[src/rtl/exc_sched_pkg.sv]
// exc_sched_pkg: exception codes, flag/status bit indices and scheduler state shared by exc_sched and its encoder
package exc_sched_pkg;

    localparam logic [4:0] EXC_NONE = 5'h00;
    localparam logic [4:0] EXC_INT  = 5'h01;
    localparam logic [4:0] EXC_ADEL = 5'h04;
    localparam logic [4:0] EXC_ADES = 5'h05;
    localparam logic [4:0] EXC_SYS  = 5'h08;
    localparam logic [4:0] EXC_BP   = 5'h09;
    localparam logic [4:0] EXC_RI   = 5'h0a;
    localparam logic [4:0] EXC_OV   = 5'h0c;
    localparam logic [4:0] EXC_ERET = 5'h0e;

    localparam int F_ADEL    = 0;
    localparam int F_TLBMISS = 1;
    localparam int F_RI      = 2;
    localparam int F_OV      = 3;
    localparam int F_SYS     = 4;
    localparam int F_BP      = 5;
    localparam int F_ADES    = 6;
    localparam int F_ERET    = 7;

    localparam int ST_IE  = 0;
    localparam int ST_EXL = 1;

    typedef enum logic [1:0] {IDLE, DRAIN, COMMIT, REDIRECT} state_t;

    typedef struct packed {
        logic [4:0]  code;
        logic        tlb;
        logic        load;
        logic        exl;
        logic        ds;
        logic [31:0] pc;
        logic [31:0] bad;
    } exc_rec_t;

endpackage

[src/rtl/exc_sched_prio_enc.sv]
// exc_prio_enc: fixed-priority pick of one exception cause; tlbmiss has no code and is flagged separately
module exc_prio_enc
    import exc_sched_pkg::*;
(
    input  logic [7:0] i_flags,
    input  logic       i_int,
    output logic [4:0] o_code,
    output logic       o_tlbmiss,
    output logic       o_any
);

    always_comb begin
        o_code    = i_int              ? EXC_INT  :
                    i_flags[F_ADEL]    ? EXC_ADEL :
                    i_flags[F_TLBMISS] ? EXC_NONE :
                    i_flags[F_RI]      ? EXC_RI   :
                    i_flags[F_OV]      ? EXC_OV   :
                    i_flags[F_SYS]     ? EXC_SYS  :
                    i_flags[F_BP]      ? EXC_BP   :
                    i_flags[F_ADES]    ? EXC_ADES :
                    i_flags[F_ERET]    ? EXC_ERET : EXC_NONE;
        o_tlbmiss = ~i_int & ~i_flags[F_ADEL] & i_flags[F_TLBMISS];
        o_any     = i_int | (|i_flags);
    end

endmodule

[src/rtl/exc_sched.sv]
// exc_sched: MEM-stage exception/interrupt scheduler -> drain -> one CP0 command -> flush+redirect.
// Optional EXC_SCHED_STATS_EN adds exc_count_o and sticky timeout_o.
module exc_sched
    import exc_sched_pkg::*;
#(
    parameter int          DRAIN_TIMEOUT = 15,
    parameter logic [31:0] VEC_GENERAL   = 32'h180,
    parameter logic [31:0] VEC_REFILL    = 32'h000
) (
    input  logic        clk,
    input  logic        rst,
    input  logic        exc_valid_i,
    input  logic [7:0]  exc_flags_i,
    input  logic        exc_load_i,
    input  logic [31:0] exc_pc_i,
    input  logic        exc_ds_i,
    input  logic [31:0] exc_badvaddr_i,
    input  logic [31:0] status_i,
    input  logic [31:0] cause_i,
    input  logic [31:0] epc_i,
    input  logic [31:0] ebase_i,
    input  logic        mem_busy_i,
`ifdef EXC_SCHED_STATS_EN
    output logic [15:0] exc_count_o,
    output logic [0:0]  timeout_o,
`endif
    output logic [31:0] exceptionType_o,
    output logic        tlbmiss_o,
    output logic        load_o,
    output logic [31:0] exceptionAddr_o,
    output logic        in_delay_slot_o,
    output logic [31:0] badVaddr_o,
    output logic        stall_o,
    output logic        flush_o,
    output logic [31:0] new_pc_o,
    output logic        new_pc_valid_o
);

    localparam int CW = $clog2(DRAIN_TIMEOUT + 2);

    state_t         r_state, w_next;
    exc_rec_t       r_rec;
    logic [CW-1:0]  r_cnt;
    logic [4:0]     w_code;
    logic           w_tlb, w_any, w_int_p, w_take, w_drain, w_commit, w_redir, w_to, w_exit;
    logic           w_unused;

    assign w_unused = &{1'b0, status_i[31:16], status_i[7:2], cause_i[31:16], cause_i[7:0]};
    assign w_int_p  = (|(cause_i[15:8] & status_i[15:8])) & status_i[ST_IE] & ~status_i[ST_EXL];

    exc_prio_enc u_enc (
        .i_flags   (exc_flags_i),
        .i_int     (w_int_p),
        .o_code    (w_code),
        .o_tlbmiss (w_tlb),
        .o_any     (w_any)
    );

    // Counter is primed to 1 on take so DRAIN lasts at most DRAIN_TIMEOUT cycles
    always_comb begin
        w_drain  = r_state == DRAIN;
        w_commit = r_state == COMMIT;
        w_redir  = r_state == REDIRECT;
        w_take   = (r_state == IDLE) & exc_valid_i & w_any;
        w_to     = r_cnt == CW'(DRAIN_TIMEOUT);
        w_exit   = ~mem_busy_i | w_to;
        w_next   = r_state == IDLE   ? (w_take ? DRAIN : IDLE) :
                   w_drain           ? (w_exit ? COMMIT : DRAIN) :
                   w_commit          ? REDIRECT : IDLE;
    end

    always_ff @(posedge clk) begin
        if (rst) begin
            r_state <= IDLE;
            r_cnt   <= '0;
            r_rec   <= '0;
        end else begin
            r_state <= w_next;
            r_cnt   <= (w_take | (w_drain & ~w_exit)) ? r_cnt + CW'(1) : '0;
            if (w_take)
                r_rec <= '{code: w_code, tlb: w_tlb, load: exc_load_i, exl: status_i[ST_EXL],
                           ds: exc_ds_i, pc: exc_pc_i, bad: exc_badvaddr_i};
        end
    end

    always_comb begin
        exceptionType_o = w_commit ? {27'b0, r_rec.code} : '0;
        tlbmiss_o       = w_commit & r_rec.tlb;
        load_o          = w_commit & r_rec.tlb & r_rec.load;
        exceptionAddr_o = w_commit ? r_rec.pc : '0;
        in_delay_slot_o = w_commit & r_rec.ds;
        badVaddr_o      = w_commit ? r_rec.bad : '0;
        stall_o         = w_take | w_drain | w_commit;
        flush_o         = w_redir;
        new_pc_valid_o  = w_redir;
        new_pc_o        = !w_redir                    ? '0 :
                          r_rec.code == EXC_ERET      ? epc_i :
                          (r_rec.tlb & ~r_rec.exl)    ? ebase_i + VEC_REFILL :
                                                        ebase_i + VEC_GENERAL;
    end

`ifdef EXC_SCHED_STATS_EN
    logic [15:0] r_count;
    logic        r_timeout;

    always_ff @(posedge clk) begin
        if (rst) begin
            r_count   <= '0;
            r_timeout <= 1'b0;
        end else begin
            r_count   <= r_count + {15'b0, w_commit & ~&r_count};
            r_timeout <= r_timeout | (w_drain & mem_busy_i & w_to);
        end
    end

    assign exc_count_o  = r_count;
    assign timeout_o[0] = r_timeout;
`endif

endmodule
[config.mk]
export PLATFORM = sky130hd
export DESIGN_NAME = exc_sched
export DESIGN_NICKNAME = d
export VERILOG_FILES = /design/src/rtl/exc_sched_pkg.sv /design/src/rtl/exc_sched_prio_enc.sv /design/src/rtl/exc_sched.sv
export SDC_FILE = /design/constraint.sdc
export NUM_CORES = 1
export LEC_CHECK = 0
export CAP_MARGIN = 20
export CORE_AREA = 2 2 133 135
export CTS_CLUSTER_DIAMETER = 150
export DETAILED_ROUTE_END_ITERATION = 6
export DIE_AREA = 0 0 135 137
export PLACE_DENSITY = 0.72
export SLEW_MARGIN = 15
export SYNTH_ARGS = -nofsm -noshare
export SYNTH_HDL_FRONTEND = slang
export SYNTH_SLANG_ARGS = --single-unit
export TNS_END_PERCENT = 50
[constraint.sdc]
create_clock -name clk -period 6.6 [get_ports clk]
set_clock_uncertainty 0.2 [all_clocks]
set_input_delay 0.99 -clock clk [delete_from_list [all_inputs] [get_ports clk]]
set_output_delay 0.99 -clock clk [all_outputs]
set_load 0.02 [all_outputs]
==> flow_summary.html <==
<table>
<tr><th>Metric</th><th>Value</th></tr>
<tr><th colspan="2">Placement</th></tr>
<tr><td>Placed Cells</td><td>1105</td></tr>
<tr><td>Half-perimeter wire length after placement</td><td>about 13000 µm</td></tr>
<tr><td>Number of port buffers</td><td>between 200 and 300</td></tr>
<tr><td>Final weighted congestion in routability-driven placement</td><td>roughly 0.82</td></tr>
<tr><th colspan="2">Worst hold path</th></tr>
<tr><td>Class of the tightest hold or removal check</td><td>flip-flop to flip-flop</td></tr>
<tr><td>HP Start</td><td>r_cnt[0]</td></tr>
<tr><th colspan="2">CTS</th></tr>
<tr><td>Clock root buffer</td><td>sky130_fd_sc_hd__clkbuf_16</td></tr>
<tr><td>Maximum number of buffers from clock root to sink</td><td>2</td></tr>
<tr><td>CTS-repair resized insts</td><td>0</td></tr>
<tr><td>Num CTS Buffers</td><td>9</td></tr>
<tr><td>Clock network latency to the later pin of the worst-skew pair</td><td>between 300 and 400 ps</td></tr>
<tr><td>CTS HTree Levels</td><td>3</td></tr>
<tr><td>Clock slew at the register clock pins of the worst setup and hold paths</td><td>approximately 60 ps</td></tr>
<tr><td>Clock tree from TritonCTS</td><td>done</td></tr>
<tr><td>Post CTS Setup Buffer Count</td><td>0</td></tr>
<tr><td>Number of buffers inserted for hold repair after clock tree synthesis</td><td>0</td></tr>
<tr><td>Sinks on Clock Net</td><td>79</td></tr>
<tr><th colspan="2">Route</th></tr>
<tr><td>Overall via count from detail_route</td><td>approximately 5200</td></tr>
<tr><td>DRC Markers</td><td>0</td></tr>
<tr><td>Violation count after the first detailed-route iteration</td><td>166</td></tr>
<tr><td>Ratio of routed vias to standard cells</td><td>between 4 and 5</td></tr>
<tr><td>Average routed wire per standard cell</td><td>~15 µm</td></tr>
<tr><td>Number of search-and-repair iterations in the first detailed-routing pass</td><td>4</td></tr>
<tr><td>Number of nets still failing antenna checks after routing</td><td>0</td></tr>
<tr><td>DRT Wirelength</td><td>17240 µm</td></tr>
<tr><th colspan="2">Die</th></tr>
<tr><td>Core area</td><td>between 15000 and 20000 µm²</td></tr>
<tr><td>Die X</td><td>approximately 140 µm</td></tr>
<tr><td>Row cnt</td><td>48</td></tr>
<tr><td>Number of primary I/O pins</td><td>340</td></tr>
<tr><td>Overall die area</td><td>approximately 18000 µm²</td></tr>
<tr><td>Chip height</td><td>137 µm</td></tr>
<tr><td>Initial core utilization</td><td>0.3115</td></tr>
<tr><th colspan="2">Worst setup path</th></tr>
<tr><td>Critical Path Source Type</td><td>input pin</td></tr>
<tr><td>CP Cell Sequence</td><td>clkdlybuf4s50_1 -&gt; inv_1 -&gt; ha_1 -&gt; nor2b_1 -&gt; nand4_1 -&gt; or3_1 -&gt; a31oi_1 -&gt; clkdlybuf4s50_1</td></tr>
<tr><td>Source of the worst register-to-register timing path</td><td>r_state[0]</td></tr>
<tr><td>Crit path required time</td><td>5410 ps</td></tr>
<tr><td>Worst path arrival time</td><td>around 4000 ps</td></tr>
<tr><td>CP most frequent cell</td><td>sky130_fd_sc_hd__clkdlybuf4s50_1</td></tr>
<tr><td>Reg2Reg Capture Point</td><td>r_rec[0]</td></tr>
<tr><td>Startpoint of the most critical setup path</td><td>ebase_i[7]</td></tr>
<tr><td>Path depth of the worst reg2reg path</td><td>5</td></tr>
<tr><td>Critical path capture point type</td><td>output pin</td></tr>
<tr><td>Master of the slowest instance on the critical path</td><td>sky130_fd_sc_hd__clkdlybuf4s50_1</td></tr>
<tr><td>Maximum single-stage delay on the critical path</td><td>roughly 670 ps</td></tr>
<tr><td>CP max FO</td><td>15</td></tr>
<tr><td>Worst setup path category</td><td>input pin to output pin</td></tr>
<tr><td>FF-to-FF setup slack</td><td>between 3000 and 4000 ps</td></tr>
<tr><td>Crit path capture</td><td>new_pc_o[19]</td></tr>
<tr><th colspan="2">Synth</th></tr>
<tr><td>Number of flip-flops and latches in the synthesized netlist</td><td>a little under 80</td></tr>
<tr><td>Post-synthesis cell area</td><td>approximately 5300 µm²</td></tr>
<tr><td>Distinct cell type count of the synthesized netlist</td><td>46</td></tr>
<tr><td>YS warnings</td><td>0</td></tr>
<tr><td>Post-Synthesis Mean Instance Area</td><td>between 8 and 9 µm²</td></tr>
<tr><td>Post-Syn Instances</td><td>between 600 and 700</td></tr>
<tr><td>Share of synthesized area occupied by flip-flops and latches</td><td>0.2977</td></tr>
<tr><th colspan="2">Global route</th></tr>
<tr><td>Global-route usage over all layers</td><td>0.1755</td></tr>
<tr><td>Initial antenna violation count</td><td>1</td></tr>
<tr><td>Largest net degree at the start of global routing</td><td>150</td></tr>
<tr><td>Via count of the first global-routing pass</td><td>between 4000 and 5000</td></tr>
<tr><td>First-pass GRT wire length</td><td>approximately 25000 µm</td></tr>
<tr><td>Remaining Overflow, GRT</td><td>0</td></tr>
<tr><th colspan="2">STA</th></tr>
<tr><td>Final period util</td><td>0.7928</td></tr>
<tr><td>Worst slew pin tran</td><td>899.1 ps</td></tr>
<tr><td>Highest clock rate</td><td>approximately 190 MHz</td></tr>
<tr><td>Number of endpoints with negative hold slack in the final report</td><td>0</td></tr>
<tr><td>Number of max-slew violations in the final report</td><td>0</td></tr>
<tr><td>Final sum of negative setup slack</td><td>0 ps</td></tr>
<tr><td>RSZ-0062 raised after global routing</td><td>false</td></tr>
<tr><td>Final setup viols</td><td>0</td></tr>
<tr><td>Fin crit period</td><td>between 5000 and 6000 ps</td></tr>
<tr><td>Headroom to the max-slew limit</td><td>0.4006</td></tr>
<tr><th colspan="2">Power</th></tr>
<tr><td>Power per cell area</td><td>roughly 170 nW/µm²</td></tr>
<tr><td>Leakage dissipation</td><td>between 3 and 4 nW</td></tr>
<tr><td>Peak supply drop</td><td>around 0.13 mV</td></tr>
<tr><th colspan="2">Cells and area</th></tr>
<tr><td>Final instance count without filler cells</td><td>1122</td></tr>
<tr><td>Most frequent standard cell in the layout excluding fill and tap cells</td><td>sky130_fd_sc_hd__clkdlybuf4s50_1</td></tr>
<tr><td>Most used cells in the layout excluding fill and tap cells</td><td>sky130_fd_sc_hd__clkdlybuf4s50_1, sky130_fd_sc_hd__nand2b_1, sky130_fd_sc_hd__dfxtp_1</td></tr>
<tr><td>Share of final-layout standard cells stronger than drive strength 1</td><td>0.03125</td></tr>
<tr><td>Final Net Count</td><td>~1100</td></tr>
<tr><td>Area added between synthesis and finish</td><td>56.83%</td></tr>
<tr><th colspan="2">Job</th></tr>
<tr><td>Max Cap Viol</td><td>0</td></tr>
<tr><th colspan="2">Status</th></tr>
<tr><td>Result of the run</td><td>finished, final reports clean</td></tr>
</table>
-- report_power, final --
| part | internal (mW) | switching, mW |
|---|---|---|
| sequential | 0.521 | 0.0228 |
| combinational | 0.185 | 0.151 |
| clock | 0.328 | 0.200 |
-- worst min path at each step --
stage	to	slack (ps)	cells past startpoint
after global routing	r_rec[13]	290	2
final	r_cnt[0]	270	1
after floorplan	r_cnt[0]	230	1
after CTS	r_cnt[0]	270	1
after global placement	r_cnt[0]	250	1
after detailed placement	r_cnt[0]	260	1
-- per-stage QoR --
step | worst slack [ps] | hold WS (ps) | cell area (µm²) | total power, mW | util
2_1_floorplan | 2767 | 233.1 | 5414 | 0.7427 | -
3_3_place_gp | 1355 | 249.1 | 7990 | 0.8871 | 0.4685
3_5_place_dp | 1344 | 256.8 | 7990 | 0.8919 | 0.4685
4_1_cts | 1336 | 267.7 | 8302 | 1.428 | 0.4867
5_1_grt | 1220 | 287.0 | 8329 | 1.478 | 0.4883
6_report | 1368 | 267.4 | 8332 | 1.407 | 0.4885
-- area by class of cell --
| class | instances | area [µm²] |
|---|---|---|
| multi-input cells | 520 | 3401 |
| clock buffers | 9 | 225.2 |
| diodes | 1 | 2.502 |
| fillers | 1698 | 8725 |
| clock inverters | 6 | 86.33 |
| flip-flops and latches | 79 | 1582 |
| repair buffers | 271 | 2713 |
| well taps | 225 | 281.5 |
| inverters | 11 | 41.29 |
-- worst max-delay path, delay by kind of cell --
family,cells,cell delay [ps]
AND/OR/NAND/NOR,3,1270
buffers and inverters,3,1240
AO/OA/AOI/OAI,1,320
adder cells (fa/ha/maj),1,210
-- per-layer routing --
layer | track usage | vias up | share of wire
met2 | 0.3181 | 213 | 0.49
met5 | 0 | - | 0
met1 | 0.1892 | 2353 | 0.39
met4 | 0.04803 | 0 | 0.013
li1 | - | 2656 | -
met3 | 0.07074 | 17 | 0.11
-- kinds of logic after synthesis --
family / after synthesis / share of synthesized area
other cells: 1 / 0.0007059
fa+ha+maj: 3 / 0.007066
simple gates: 322 / 0.3632
mux: 67 / 0.1262
xor+xnor: 7 / 0.01154
compound gates: 93 / 0.1095
buf+inv: 83 / 0.08408
flops: 79 / 0.2977
-- flip-flops by register name, indices dropped and copies added, names as in the netlist --
name     flops
r_rec       72
r_state      2
r_cnt        5
-- cells in the mapped netlist (all sizes together) --
cell type  instances  share of area
a211oi             4         0.0057
a21oi             19          0.019
a22o               4         0.0066
a311oi             2         0.0033
a31oi             15          0.018
a32oi              1         0.0016
and2              71          0.084
and3               4         0.0047
and4               2         0.0033
and4b              1         0.0019
buf               38          0.052
clkbuf            34          0.024
conb               1        0.00071
dfxtp             79           0.30
ha                 3         0.0071
inv               11         0.0078
mux2i             67           0.13
nand2             29          0.020
nand2b           141           0.17
nand3             11          0.010
nand3b             1         0.0014
nand4              6         0.0071
nand4b             1         0.0016
nor2              13         0.0092
nor2b              4         0.0061
nor3               8         0.0075
nor3b              5         0.0071
nor4               4         0.0047
o211ai             1         0.0014
o21ai             31          0.029
o31ai              9          0.013
o32ai              5         0.0082
o41a               1         0.0021
o41ai              1         0.0016
or2                1         0.0012
or3                9          0.011
or3b               1         0.0016
or4                9          0.013
or4b               1         0.0019
xnor2              4         0.0066
xor2               3         0.0049
(Power assumes the default switching activity.)
